File: config.mk
export PLATFORM = sky130hd
export DESIGN_NAME = pipeline_hazard_ctrl
export DESIGN_NICKNAME = d
export VERILOG_FILES = /design/src/rtl/pipeline_hazard_ctrl.sv
export SDC_FILE = /design/constraint.sdc
export NUM_CORES = 1
export LEC_CHECK = 0
export BUFFER_PORTS_ARGS = -buffer_cell sky130_fd_sc_hd__buf_2
export CORE_MARGIN = 2
export CORE_UTILIZATION = 51
export CTS_CLUSTER_SIZE = 30
export DETAILED_ROUTE_END_ITERATION = 8
export PLACE_DENSITY = 0.8
export SKIP_CTS_REPAIR_TIMING = 1
export SYNTH_ARGS = -nofsm -noshare
export SYNTH_HDL_FRONTEND = slang
export SYNTH_SLANG_ARGS = --single-unit
File: constraint.sdc
create_clock -name clk_i -period 2.6 [get_ports clk_i]
set_input_delay 0.39 -clock clk_i [delete_from_list [all_inputs] [get_ports clk_i]]
set_output_delay 0.39 -clock clk_i [all_outputs]
set_load 0.01 [all_outputs]
File: src/rtl/pipeline_hazard_ctrl.sv
// Front-end stall/kill/redirect controller: structural-hazard stalls, mispredict
// recovery sequencing (kill + redirect, then a rename-restore window) and perf counters.
module pipeline_hazard_ctrl #(
    parameter int ADDR_LEN     = 32,
    parameter int FLUSH_CYCLES = 2,
    parameter int CNT_WIDTH    = 32
) (
    input  logic                clk_i,
    input  logic                reset_i,
    input  logic                rrf_allocatable_i,
    input  logic                rob_full_i,
    input  logic [1:0]          req_alu_num_i,
    input  logic [1:0]          req_mem_num_i,
    input  logic                alu_rs_full_i,
    input  logic                mem_rs_full_i,
    input  logic                branch_valid_i,
    input  logic                branch_mispredict_i,
    input  logic [ADDR_LEN-1:0] branch_target_i,
    output logic                stall_IF_o,
    output logic                stall_ID_o,
    output logic                stall_DP_o,
    output logic                kill_IF_o,
    output logic                kill_ID_o,
    output logic                kill_DP_o,
    output logic                redirect_valid_o,
    output logic [ADDR_LEN-1:0] redirect_pc_o,
    output logic                recover_o,
    output logic [CNT_WIDTH-1:0] stall_cnt_o,
    output logic [CNT_WIDTH-1:0] flush_cnt_o
);

    localparam int DC_W = (FLUSH_CYCLES < 1) ? 1 : $clog2(FLUSH_CYCLES + 1);

    typedef enum logic [1:0] {RUN, FLUSH, RECOVER} state_t;

    state_t              state_q, state_d;
    logic [DC_W-1:0]     down_q;
    logic [ADDR_LEN-1:0] target_q;
    logic [CNT_WIDTH-1:0] stall_cnt_q, flush_cnt_q;
    logic                dp_hazard;
    logic                accept;

    assign dp_hazard = !rrf_allocatable_i
                     | rob_full_i
                     | ((req_alu_num_i != 2'd0) & alu_rs_full_i)
                     | ((req_mem_num_i != 2'd0) & mem_rs_full_i);

    // Mispredicts seen outside RUN come from already-killed instructions.
    assign accept = (state_q == RUN) & branch_valid_i & branch_mispredict_i;

    // State register, down-counter, latched target and saturating counters.
    always_ff @(posedge clk_i) begin
        if (reset_i) begin
            state_q     <= RUN;
            down_q      <= '0;
            target_q    <= '0;
            stall_cnt_q <= '0;
            flush_cnt_q <= '0;
        end else begin
            // NOTE: sequential state uses non-blocking assignments so every flop samples pre-edge values.
            state_q <= state_d;
            if (state_q == FLUSH)
                down_q <= DC_W'(FLUSH_CYCLES);
            else if (state_q == RECOVER)
                down_q <= down_q - DC_W'(1);
            if (accept)
                target_q <= branch_target_i;
            if (stall_DP_o && (stall_cnt_q != '1))
                stall_cnt_q <= stall_cnt_q + CNT_WIDTH'(1);
            if (accept && (flush_cnt_q != '1))
                flush_cnt_q <= flush_cnt_q + CNT_WIDTH'(1);
        end
    end

    always_comb begin
        // NOTE: default assignment first so no path through this block can infer a latch.
        state_d = state_q;
        unique case (state_q)
            RUN:     if (accept) state_d = FLUSH;
            FLUSH:   state_d = (FLUSH_CYCLES == 0) ? RUN : RECOVER;
            RECOVER: if (down_q <= DC_W'(1)) state_d = RUN;
            default: state_d = RUN;
        endcase
    end

    // Kills, redirect and recover decode only from the state flop, never from branch_* inputs.
    always_comb begin
        stall_DP_o       = 1'b0;
        kill_DP_o        = 1'b0;
        redirect_valid_o = 1'b0;
        recover_o        = 1'b0;
        unique case (state_q)
            RUN:     stall_DP_o = dp_hazard;
            FLUSH: begin
                kill_DP_o        = 1'b1;
                redirect_valid_o = 1'b1;
                recover_o        = 1'b1;
            end
            RECOVER: begin
                stall_DP_o = 1'b1;
                recover_o  = 1'b1;
            end
            default: ;
        endcase
    end

    assign stall_IF_o    = stall_DP_o;
    assign stall_ID_o    = stall_DP_o;
    assign kill_IF_o     = kill_DP_o;
    assign kill_ID_o     = kill_DP_o;
    assign redirect_pc_o = target_q;
    assign stall_cnt_o   = stall_cnt_q;
    assign flush_cnt_o   = flush_cnt_q;

endmodule

# ---- Word level (Yosys, flattened, before mapping)
# Index checks and enable logic that the tools add are counted.
dict set report totals {
  inputBits 44
  reg_bits 100
  out_inout_bits 104
  word_cells 41
}
dict set report op_classes {
  n_mux 8
  n_eq_ne 6
  n_reduce_logical 10
  n_lt_le_gt_ge 1
  bitwise 7
  add_sub_neg 3
}
# operator count
set op_table {}
lappend op_table {{$add A32 B1 Y32 const B} 2}
lappend op_table {{$ne A32 B32 Y1 const B} 2}
lappend op_table {{$mux W2} 4}
lappend op_table {{$pmux W2 S3} 1}
lappend op_table {{$reduce_bool A2 Y1} 3}
lappend op_table {{$and A1 B1 Y1} 4}
lappend op_table {{$reduce_or A2 Y1} 2}
lappend op_table {{$or A1 B1 Y1} 3}
lappend op_table {{$eq A2 B1 Y1 const B} 1}
lappend op_table {{$eq A2 B2 Y1 const B} 1}
lappend op_table {{$le A2 B1 Y1 const B} 1}
lappend op_table {{$logic_and A1 B1 Y1} 2}
lappend op_table {{$logic_not A2 Y1} 1}
lappend op_table {{$mux W1} 2}
lappend op_table {{$ne A2 B1 Y1 const B} 1}
lappend op_table {{$ne A2 B2 Y1 const B} 1}
lappend op_table {{$pmux W1 S2} 1}
lappend op_table {{$reduce_and A2 Y1} 1}
lappend op_table {{$sub A2 B1 Y2 const B} 1}
lappend op_table {{$logic_not A1 Y1} 1}

# ---- Depth between registers and ports, before layout
# Gate-level depths: netlist of run 1.
dict set report logic_depth {
  depth_word 6
  depth_mapped 9
  mapped_depth_nobuf 8
}

# ---- Worst setup path after synthesis of run 1
# Ideal clock, no wire load.
dict set report synth_path {
  path_kind {register -> register}
  start {register state_q[0]}
  end {register stall_cnt_q[21] (netlist: stall_cnt_o[21])}
  path_stages_with_launch 10
  n_path_buf 1
  arrival_ns 2.098
  setup_time_ns 0.121
  path_slack_ns 0.381
  required_ns 2.479
  synth_period_minus_slack_ns 2.219
  path_cell_list {dfxtp_1 > inv_1 > ha_1 > nor3b_1 > a31o_2 > clkinv_1 > nand3_1 > clkbuf_1 > nor3_1 > mux2_2}
}
dict set report synth_via {
  elab_chain_len 3
  elab_cells_between_ends 4
  classes_between {eq/ne: 1; mux: 1; reduce/logical: 2}
}
# element line
set synth_lines {}
lappend synth_lines {{start: declaration} 36} ;# state_t state_q, state_d;
lappend synth_lines {{start signal: assignment} 61} ;# state_q <= state_d;
lappend synth_lines {{$eq A2 B2 Y1 or $logic_not A2 Y1 (tied branches)} 92} ;# unique case (state_q)
lappend synth_lines {{$pmux W1 S2 (*)} 92}
lappend synth_lines {{named net stall_DP_o} 21} ;# output logic stall_DP_o,
lappend synth_lines {{$logic_and A1 B1 Y1 (*)} 68} ;# if (stall_DP_o && (stall_cnt_q != '1))
lappend synth_lines {{end signal: assignment} 69} ;# stall_cnt_q <= stall_cnt_q + CNT_WIDTH'(1);
lappend synth_lines {{end: declaration} 39} ;# logic [CNT_WIDTH-1:0] stall_cnt_q, flush_cnt_q;
# The timed path passes the listed nets; every way through them passes the cells marked *.
# A chain may end at the register's enable or synchronous reset.

# ---- Worst setup path after layout of run 1
dict set report layout_path {
  start {register flush_cnt_q[4] (netlist: flush_cnt_o[4])}
  end {register flush_cnt_q[31] (netlist: flush_cnt_o[31])}
}
dict set report layout_via {
  elab_chain_len 2
  elab_cells_between_ends 3
  classes_between {add/sub: 1; eq/ne: 1; reduce/logical: 1}
}
# element line
set layout_lines {}
lappend layout_lines {{start: declaration} 39}
lappend layout_lines {{start signal: assignment} 71} ;# flush_cnt_q <= flush_cnt_q + CNT_WIDTH'(1);
lappend layout_lines {{parallel branches: the longest is 2 deep, another holds $add A32 B1 Y32} --}
# Several ways; the timed one is not identified.

==> results.py, run 1 <==
metrics = {
    "logic_synthesis": {
        "ys_seq_elements": 100,
        "synth.distinct_cells": 44,
        "syn_nets": 634,
        "async_flop_share": 0,
        "ys.flop_type": "dfxtp_1",
        "synthCells": 584,
        "ys_seq_area_frac": 0.4244,
        "avgSynthCellArea_um2": 8.077,
        "synth_edf_count": 0,
        "yosysWarnings": 0,
        "syn_area_mm2": 0.004717,
    },
    "placed_design": {
        "placed_cell_area_mm2": 0.005517,
        "dpl.hpwl_um": 8631,
        "port_buffers": 147,
        "gp_congestion": 0.8576,
        "dpl_worst_slack_ns": 0.2524,
    },
    "detailed_routing": {
        "wl_um": 12090,
        "ant_nets": 0,
        "drc_errors": 0,
        "wl_met1_um": 5384,
        "routed.top_layer": "met4",
        "met2_length_um": 6050,
        "dr.pass1.iters": 5,
        "via_per_inst": 5.754,
        "wl_per_cell_um": 14.53,
        "drt_iter0_markers": 165,
        "wl_met3_um": 497,
        "dr_total_vias": 4787,
    },
    "clocking": {
        "cts_tree": "yes",
        "ctsRootBufferMaster": "clkbuf_8",
        "clkTransAtPathRegs_ns": 0.11,
        "cts_buffers": 9,
        "clock_tree.buffer_depth": 2,
        "clk_latency_ns": 0.36,
        "clock_sinks": 100,
        "htree_levels": 3,
    },
    "global_routing": {
        "grt_pass1_wl_um": 19210,
        "grt_pass1_vias": 4283,
        "grt_overflow_total": 0,
        "grt_usage": 0.2310,
        "antenna_found_initial": 0,
        "grt_start_max_net_pins": 56,
    },
    "power": {
        "peakVddDrop_v": 0.0003556,
        "p_leak_nw": 2.284,
        "power.density_mw_per_mm2": 493.3,
    },
    "sta": {
        "timing.fmax_ghz": 0.4157,
        "setup_slack_ns": 0.1943,
        "slew_violations": 0,
        "min_period_ns": 2.406,
        "fin_skew_ns": 0.01243,
        "fin_crit_sh": 0.9253,
        "maxSlewHeadroom": 0.6152,
        "tns_ns": 0,
        "worst_pin_slew_ns": 0.5772,
        "setup_viol": 0,
        "rsz0062_at_grt": "no",
        "whs_ns": 0.2509,
        "finalHoldViolations": 0,
    },
    "critical_path": {
        "slowest_delay_ns": 0.55,
        "path_cells": "nand4_2 -> or4_4 -> a211o_1 -> or4_1 -> a21oi_1",
        "critPathBufInv": 0,
        "path_max_fanout": 15,
        "slowest_stage": "or4_4",
        "endpoint_kind": "flop",
        "crit_arrival_ns": 2.70,
        "rrSetupSlack_ns": 0.19,
        "cp-start-kind": "flop",
        "crit_family": "simple AND/OR/NAND/NOR gates",
        "crit_type": "reg -> reg",
        "cp.required_ns": 2.90,
    },
    "die": {
        "initial_utilization": 0.5179,
        "rows": 35,
        "dieArea_mm2": 0.01003,
        "core_mm2": 0.009109,
        "die_h_um": 100.2,
        "ios": 148,
        "die_w_um": 100.2,
    },
    "job": {
        "max_cap_viol_count": 0,
    },
    "cells_and_area": {
        "drive_above_1_share": 0.2677,
        "area_delta_synth_final_pct": 20.82,
        "finish.utilization": 0.6257,
        "fin_nets": 766,
        "antenna_cells": 0,
        "final_area_mm2": 0.005699,
    },
    "worst_hold_path": {
        "holdCritPathClass": "in -> reg",
    },
    "run_status": {
        "status": "finished, final reports clean",
    },
}
==> placed cells by master, fill, tap and decap left out, drive strengths merged, types with 4 or more instances in the layout <==
cell type	n
a21oi	78
and3	9
and4	8
buf	159
clkbuf	9
clkinv	4
dfxtp	100
ha	6
inv	12
mux2	9
nand2	96
nand3	19
nand4	24
nor2	31
nor2b	9
nor3	10
nor4	11
nor4b	4
o21ai	26
o31ai	24
or3	18
or4	25
xnor2	5
==> tightest hold or removal path, delay by kind of cell <==
family / cells / cell delay, ns
and+or+nand+nor: 1 / 0.04
buffers and inverters: 1 / 0.09
AOI/OAI and AO/OA: 1 / 0.05
==> final cells by class <==
class	count	area, µm²
multi-input combinational	436	2510
clock buffer	9	123.9
fill	838	3410
sequential	100	2002
tap	111	138.9
inverter	10	37.54
clock inverter	7	58.81
timing repair buffer	159	828.3
==> per-stage QoR <==
stage,power [mW],cells
2_1_floorplan,1.799,584
3_3_place_gp,1.901,816
3_5_place_dp,1.912,816
4_1_cts,2.845,832
5_1_grt,2.934,832
6_report,2.812,832
==> layer usage <==
layer / track usage / vias to the layer above
met4: 0.08957 / 0
met2: 0.4047 / 133
met3: 0.02994 / 13
met5: 0 / -
li1: - / 2391
met1: 0.2884 / 2250
==> kinds of logic (layout without fill, tap and decap cells) <==
| logic type | after synthesis | count (layout) | synth area share |
|---|---|---|---|
| AO/OA/AOI/OAI | 139 | 139 | 0.1660 |
| flip-flops | 100 | 100 | 0.4244 |
| buffers and inverters | 48 | 185 | 0.04483 |
| AND/OR/NAND/NOR | 272 | 272 | 0.3082 |
| XOR/XNOR | 8 | 8 | 0.01485 |
| adder cells (fa/ha/maj) | 6 | 6 | 0.01591 |
| multiplexers | 11 | 11 | 0.02573 |
==> power by group <==
part	internal (mW)	switching (mW)	total (mW)
Sequential	1.57	0.0270	1.60
Combinational	0.110	0.168	0.278
Clock	0.364	0.574	0.937
Total	2.04	0.769	2.81
==> synth_stat cells, types with 3 or more instances <==
cell type / number / share of area
dfxtp_1: 100 / 0.42
nand2_1: 96 / 0.076
a21oi_1: 78 / 0.083
nor2_1: 31 / 0.025
o21ai_0: 26 / 0.028
o31ai_1: 24 / 0.038
or4_1: 24 / 0.038
clkbuf_1: 22 / 0.018
nand4_1: 22 / 0.029
nand3_1: 19 / 0.020
or3_1: 18 / 0.024
nor4_1: 11 / 0.015
nor3_1: 10 / 0.011
and3_1: 9 / 0.012
inv_1: 9 / 0.0072
mux2_2: 9 / 0.021
nor2b_1: 9 / 0.012
and4_1: 8 / 0.015
buf_1: 6 / 0.0048
ha_1: 6 / 0.016
buf_4: 5 / 0.0080
xnor2_1: 5 / 0.0093
buf_2: 4 / 0.0042
nor4b_1: 4 / 0.0074
a211oi_1: 3 / 0.0048
a31oi_1: 3 / 0.0040
xor2_1: 3 / 0.0056
==> state kept, by name, indices dropped and copies added (netlist names) <==
register       flops
down_q             2
flush_cnt_o       32
state_q            2
stall_cnt_o       32
redirect_pc_o     32
==> worst paths after layout <==
check                      start                end  cells past startpoint
max               flush_cnt_o[4]    flush_cnt_o[31]                      5
min          branch_target_i[29]  redirect_pc_o[29]                      3
max reg2reg       flush_cnt_o[4]    flush_cnt_o[31]                      5
min reg2reg    redirect_pc_o[10]  redirect_pc_o[10]                      2
(Power assumes the default switching activity.)
==> run 2: changes to the inputs <==
==> constraint.sdc (replaced) <==
create_clock -name clk_i -period 2.6 [get_ports clk_i]
set_input_delay 0.13 -clock clk_i [delete_from_list [all_inputs] [get_ports clk_i]]
set_output_delay 0.13 -clock clk_i [all_outputs]
set_load 0.01 [all_outputs]
==> run 2 against run 1 <==
Against the previous run:
- the flow now finishes with violations (hold timing)
- cell count grew 0.72%
- highest routed layer unchanged
- largest cell class unchanged
- power grew 3.7%
- combinational power grew 3%
- clock power grew 9.9%
- core utilization grew 0.98 points
- register-to-register slack gained 0.03 ns
- critical path depth is the same
- sequential power is essentially flat
==> results.py, run 2 (same netlist as run 1, synthesis figures left out) <==
metrics = {
    "run_status": {
        "status": "finished, violations left",
        "failed_checks": "hold timing",
    },
    "detailed_routing": {
        "drc_errors": 0,
        "drt_iter0_markers": 209,
        "ant_nets": 0,
        "wl_per_cell_um": 14.51,
        "via_per_inst": 5.788,
        "wl_um": 12160,
        "dr_total_vias": 4850,
        "dr.pass1.iters": 5,
    },
    "clocking": {
        "cts_buffers": 9,
        "ctsRootBufferMaster": "clkbuf_8",
        "clkTransAtPathRegs_ns": 0.11,
        "clock_sinks": 100,
        "cts_tree": "yes",
        "clock_tree.buffer_depth": 2,
        "clk_latency_ns": 0.36,
        "htree_levels": 3,
    },
    "die": {
        "rows": 35,
        "ios": 148,
        "initial_utilization": 0.5179,
        "die_h_um": 100.2,
        "dieArea_mm2": 0.01003,
        "core_mm2": 0.009109,
        "die_w_um": 100.2,
    },
    "sta": {
        "slew_violations": 0,
        "setup_viol": 0,
        "worst_pin_slew_ns": 0.6413,
        "min_period_ns": 2.373,
        "finalHoldViolations": 1,
        "rsz0062_at_grt": "no",
        "whs_ns": -0.001849,
        "tns_ns": 0,
        "fin_crit_sh": 0.9127,
        "timing.fmax_ghz": 0.4214,
        "maxSlewHeadroom": 0.5725,
        "fin_skew_ns": 0.01199,
    },
    "power": {
        "power.density_mw_per_mm2": 504.0,
        "peakVddDrop_v": 0.0002873,
        "total_power_mw": 2.917,
        "p_leak_nw": 2.315,
    },
    "placed_design": {
        "gp_congestion": 0.8517,
        "port_buffers": 147,
        "dpl.hpwl_um": 8625,
    },
    "critical_path": {
        "crit_arrival_ns": 2.66,
        "rrSetupSlack_ns": 0.23,
        "slowest_stage": "or4_4",
        "r2r_start": "flush_cnt_o[4]",
        "rr_worst_depth": 5,
        "endpoint_kind": "flop",
        "path_cells": "nand4_2 -> or4_4 -> a211o_1 -> or4_1 -> a21oi_1",
        "startpoint": "flush_cnt_o[4]",
        "cp-start-kind": "flop",
        "slowest_delay_ns": 0.54,
        "r2r-end": "flush_cnt_o[31]",
        "path_max_fanout": 15,
        "crit_type": "reg -> reg",
        "cp.required_ns": 2.89,
    },
    "cells_and_area": {
        "area_delta_synth_final_pct": 22.71,
        "drive_above_1_share": 0.2641,
        "fin_nets": 772,
        "layout_common_cells": "buf_2 (146), dfxtp_1 (100), nand2_1 (96), a21oi_1 (78), nor2_1 (31)",
        "antenna_cells": 0,
        "final_common_cell": "buf_2",
        "fill_cells": 823,
    },
    "worst_hold_path": {
        "hold_path_end": "redirect_pc_o[0]",
        "holdCritPathClass": "in -> reg",
        "holdPathStages": 3,
        "min-delay-start": "branch_target_i[0]",
    },
    "job": {
        "max_cap_viol_count": 0,
    },
    "global_routing": {
        "grtUsageMet2": 0.4109,
        "grt.met3_usage": 0.05084,
        "grt_pass1_vias": 4491,
        "grt_start_max_net_pins": 64,
        "use_met1": 0.2864,
        "antenna_found_initial": 0,
        "grt_pass1_wl_um": 19690,
        "grt_usage": 0.2332,
        "top_usage_layer": "met2",
        "grt_overflow_total": 0,
    },
}
-- run 2: changes by cell type in the layout (fill, tap and decap cells not counted), sizes merged --
cell / delta
buf: -1
clkinvlp: +1
bufinv: +1
dlygate4sd3: +7
inv: -1
clkinv: -2
clkbuf: +1
-- run 2: cell type report --
class,instances,area [µm²],share of cell area
clock inverters,6,71.32,0.01232
inverters,10,37.54,0.006485
flip-flops and latches,100,2002,0.3459
clock buffers,10,137.6,0.02378
multi-input cells,436,2510,0.4336
repair buffers,165,890.9,0.1539
well taps,111,138.9,0.02399
-- run 2: worst max path at each step --
stage | end | cells after the start
after floorplan | stall_cnt_o[21] | 9
after global placement | flush_cnt_o[31] | 5
after detailed placement | flush_cnt_o[31] | 5
after CTS | flush_cnt_o[31] | 5
after global routing | stall_cnt_o[22] | 5
final | flush_cnt_o[31] | 5
-- run 2: critical path: cells and delay by family, from the launching register on --
family             cells  cell delay, ns
AOI/OAI and AO/OA      2            0.59
DFF                    1            0.46
and+or+nand+nor        3            1.25
-- run 2: per-stage QoR --
stage	setup WS, ns	hold WS, ns	cell area [µm²]	instances	utilization
after CTS	0.2209	-0.01867	5718	831	0.6277
after global placement	0.3181	0.3707	5509	815	0.6048
final	0.2270	-0.001849	5788	838	0.6354
after floorplan	0.3813	0.2660	4717	584	-
after global routing	0.03537	-0.0003536	5788	838	0.6354
after detailed placement	0.2419	0.3766	5509	815	0.6048
-- run 2: report_power, final --
group          switching, mW  internal [mW]
logic                  0.170          0.116
clock network          0.554          0.480
registers             0.0265           1.57
total                  0.751           2.17
-- run 2: metal layers --
| layer | wire length [µm] | vias to the layer above |
|---|---|---|
| met5 | 0 | - |
| met1 | 5181 | 2271 |
| li1 | - | 2409 |
| met3 | 663 | 21 |
| met2 | 6102 | 149 |
| met4 | 214 | 0 |
==> run 3: changes to the inputs <==
--- a/config.mk
+++ b/config.mk
@@ -6,11 +6,14 @@
 export NUM_CORES = 1
 export LEC_CHECK = 0
 export BUFFER_PORTS_ARGS = -buffer_cell sky130_fd_sc_hd__buf_2
+export CELL_PAD_IN_SITES_DETAIL_PLACEMENT = 2
+export CELL_PAD_IN_SITES_GLOBAL_PLACEMENT = 2
 export CORE_MARGIN = 2
-export CORE_UTILIZATION = 51
+export CORE_UTILIZATION = 29
 export CTS_CLUSTER_SIZE = 30
 export DETAILED_ROUTE_END_ITERATION = 8
-export PLACE_DENSITY = 0.8
+export HOLD_SLACK_MARGIN = 0.12
+export PLACE_DENSITY_LB_ADDON = 0.1
 export SKIP_CTS_REPAIR_TIMING = 1
 export SYNTH_ARGS = -nofsm -noshare
 export SYNTH_HDL_FRONTEND = slang
==> constraint.sdc (replaced) <==
create_clock -name clk_i -period 2.6 [get_ports clk_i]
set_input_delay 0.13 -clock clk_i [delete_from_list [all_inputs] [get_ports clk_i]]
set_output_delay 0.13 -clock clk_i [all_outputs]
set_load 0.1 [all_outputs]
==> run 3 against run 2 <==
Against the previous run:
- the flow now finishes without violations
- core utilization is 23 points lower
- first-iteration DRC count rose by 11%
- routed wire length up 45%
- largest cell class unchanged
==> results.py, run 3 (same netlist as run 1, synthesis figures left out) <==
metrics = {
    "run_status": {
        "status": "finished, final reports clean",
    },
    "global_routing": {
        "grt_usage": 0.1950,
        "use_met1": 0.2287,
        "grtUsageMet2": 0.3534,
        "antenna_found_initial": 3,
        "top_usage_layer": "met2",
        "grt_pass1_wl_um": 27480,
        "grt_overflow_total": 0,
        "grt.met3_usage": 0.03164,
        "grt_pass1_vias": 5278,
        "grt_start_max_net_pins": 66,
    },
    "cells_and_area": {
        "layout_common_cells": "buf_2 (146), nand2_1 (96), a21oi_1 (78), dfxtp_1 (58), dfxtp_2 (42)",
        "drive_above_1_share": 0.3170,
        "final_common_cell": "buf_2",
        "fin_nets": 802,
        "final_area_mm2": 0.006382,
        "area_delta_synth_final_pct": 35.31,
    },
    "clocking": {
        "ctsRootBufferMaster": "clkbuf_16",
        "clock_sinks": 100,
        "clock_tree.buffer_depth": 2,
        "cts_tree": "yes",
        "clk_latency_ns": 0.35,
        "cts_buffers": 9,
        "clkTransAtPathRegs_ns": 0.07,
        "htree_levels": 3,
    },
    "critical_path": {
        "crit_family": "simple AND/OR/NAND/NOR gates",
        "crit_arrival_ns": 2.64,
        "slowest_delay_ns": 0.55,
        "critPathBufInv": 0,
        "path_max_fanout": 15,
        "rr_worst_depth": 5,
        "r2r_start": "flush_cnt_o[4]",
        "rrSetupSlack_ns": 0.24,
        "cp.required_ns": 2.88,
        "path_cells": "nand4_2 -> or4_4 -> a211o_1 -> or4_1 -> a21oi_1",
        "r2r-end": "flush_cnt_o[31]",
        "startpoint": "flush_cnt_o[4]",
        "crit_type": "reg -> reg",
        "endpoint_kind": "flop",
        "cp-start-kind": "flop",
        "slowest_stage": "or4_4",
    },
    "worst_hold_path": {
        "min-delay-start": "reset_i",
        "hold_path_end": "stall_cnt_o[18]",
        "holdPathStages": 2,
        "holdCritPathClass": "in -> reg",
    },
    "detailed_routing": {
        "wl_per_cell_um": 18.12,
        "wl_um": 17670,
        "dr.pass1.iters": 4,
        "via_per_inst": 5.276,
        "drc_errors": 0,
        "dr_total_vias": 5144,
        "drt_iter0_markers": 232,
        "ant_nets": 0,
    },
    "die": {
        "ios": 148,
        "die_w_um": 131.5,
        "die_h_um": 131.5,
        "rows": 46,
        "dieArea_mm2": 0.01730,
        "initial_utilization": 0.2969,
        "core_mm2": 0.01589,
    },
    "sta": {
        "min_period_ns": 2.358,
        "fin_crit_sh": 0.9068,
        "timing.fmax_ghz": 0.4242,
        "setup_viol": 0,
        "worst_pin_slew_ns": 0.7562,
        "finalHoldViolations": 0,
        "slew_violations": 0,
        "fin_skew_ns": 0.006004,
        "rsz0062_at_grt": "no",
        "tns_ns": 0,
        "maxSlewHeadroom": 0.4958,
    },
    "power": {
        "netSwitchingFraction": 0.3135,
        "pwr-share-seq": 0.425,
        "p_clk_frac": 0.399,
        "power.internal_mw": 2.581,
        "net-switching-power_mw": 1.179,
        "peakVddDrop_v": 0.0002919,
        "p_leak_nw": 2.528,
        "power_frac_comb": 0.176,
        "power.density_mw_per_mm2": 589.2,
    },
    "placed_design": {
        "gp_congestion": 0.7910,
        "port_buffers": 147,
        "placed_cell_area_mm2": 0.005732,
        "dpl.hpwl_um": 12350,
    },
    "job": {
        "max_cap_viol_count": 0,
    },
}
==> run 3: worst max path at each step <==
stage                            endpoint  cells after the start
after CTS                 flush_cnt_o[31]                      5
after floorplan           stall_cnt_o[21]                      6
after global routing      flush_cnt_o[31]                      7
after detailed placement  flush_cnt_o[31]                      5
after global placement    flush_cnt_o[31]                      5
final                     flush_cnt_o[31]                      5
==> run 3: area by class of cell <==
cell class                 count  area [µm²]
inverter                      10       38.79
clock inverter                 6       86.33
tap                          216       270.3
antenna                        2       5.005
timing repair buffer         195        1179
sequential                   100        2054
multi-input combinational    436        2510
fill                        1865        9503
clock buffer                  10       239.0
==> run 3: worst reg2reg max path, cell delays in order, from the launching register on <==
cell     delay (ns)
dfxtp_2        0.40
nand4_2        0.18
or4_4          0.55
a211o_1        0.46
or4_1          0.54
a21oi_1        0.16
==> run 3: routing by layer <==
layer	wire length [µm]	part of all wire
met5	13	0.00074
met3	634	0.036
met2	9157	0.52
met1	7423	0.42
met4	436	0.025
==> run 3: power groups by stage <==
stage	combinational (mW)	sequential, mW	clock (mW)
after global routing	0.697	1.60	1.61
after CTS	0.626	1.60	1.55
final	0.662	1.60	1.50
after floorplan	0.253	1.87	0
after detailed placement	0.623	1.63	0
after global placement	0.608	1.63	0
==> run 3: metrics by stage <==
step / setup WS, ns / hold slack (ns) / total power, mW / cells / util
after detailed placement: 0.2745 / 0.3788 / 2.257 / 925 / 0.3608
after floorplan: 0.0009190 / 0.2660 / 2.127 / 584 / -
after global placement: 0.3847 / 0.3710 / 2.240 / 925 / 0.3608
after CTS: 0.2328 / -0.004503 / 3.769 / 941 / 0.3813
after global routing: 0.07035 / 0.3686 / 3.913 / 974 / 0.4016
final: 0.2424 / 0.3175 / 3.760 / 975 / 0.4018
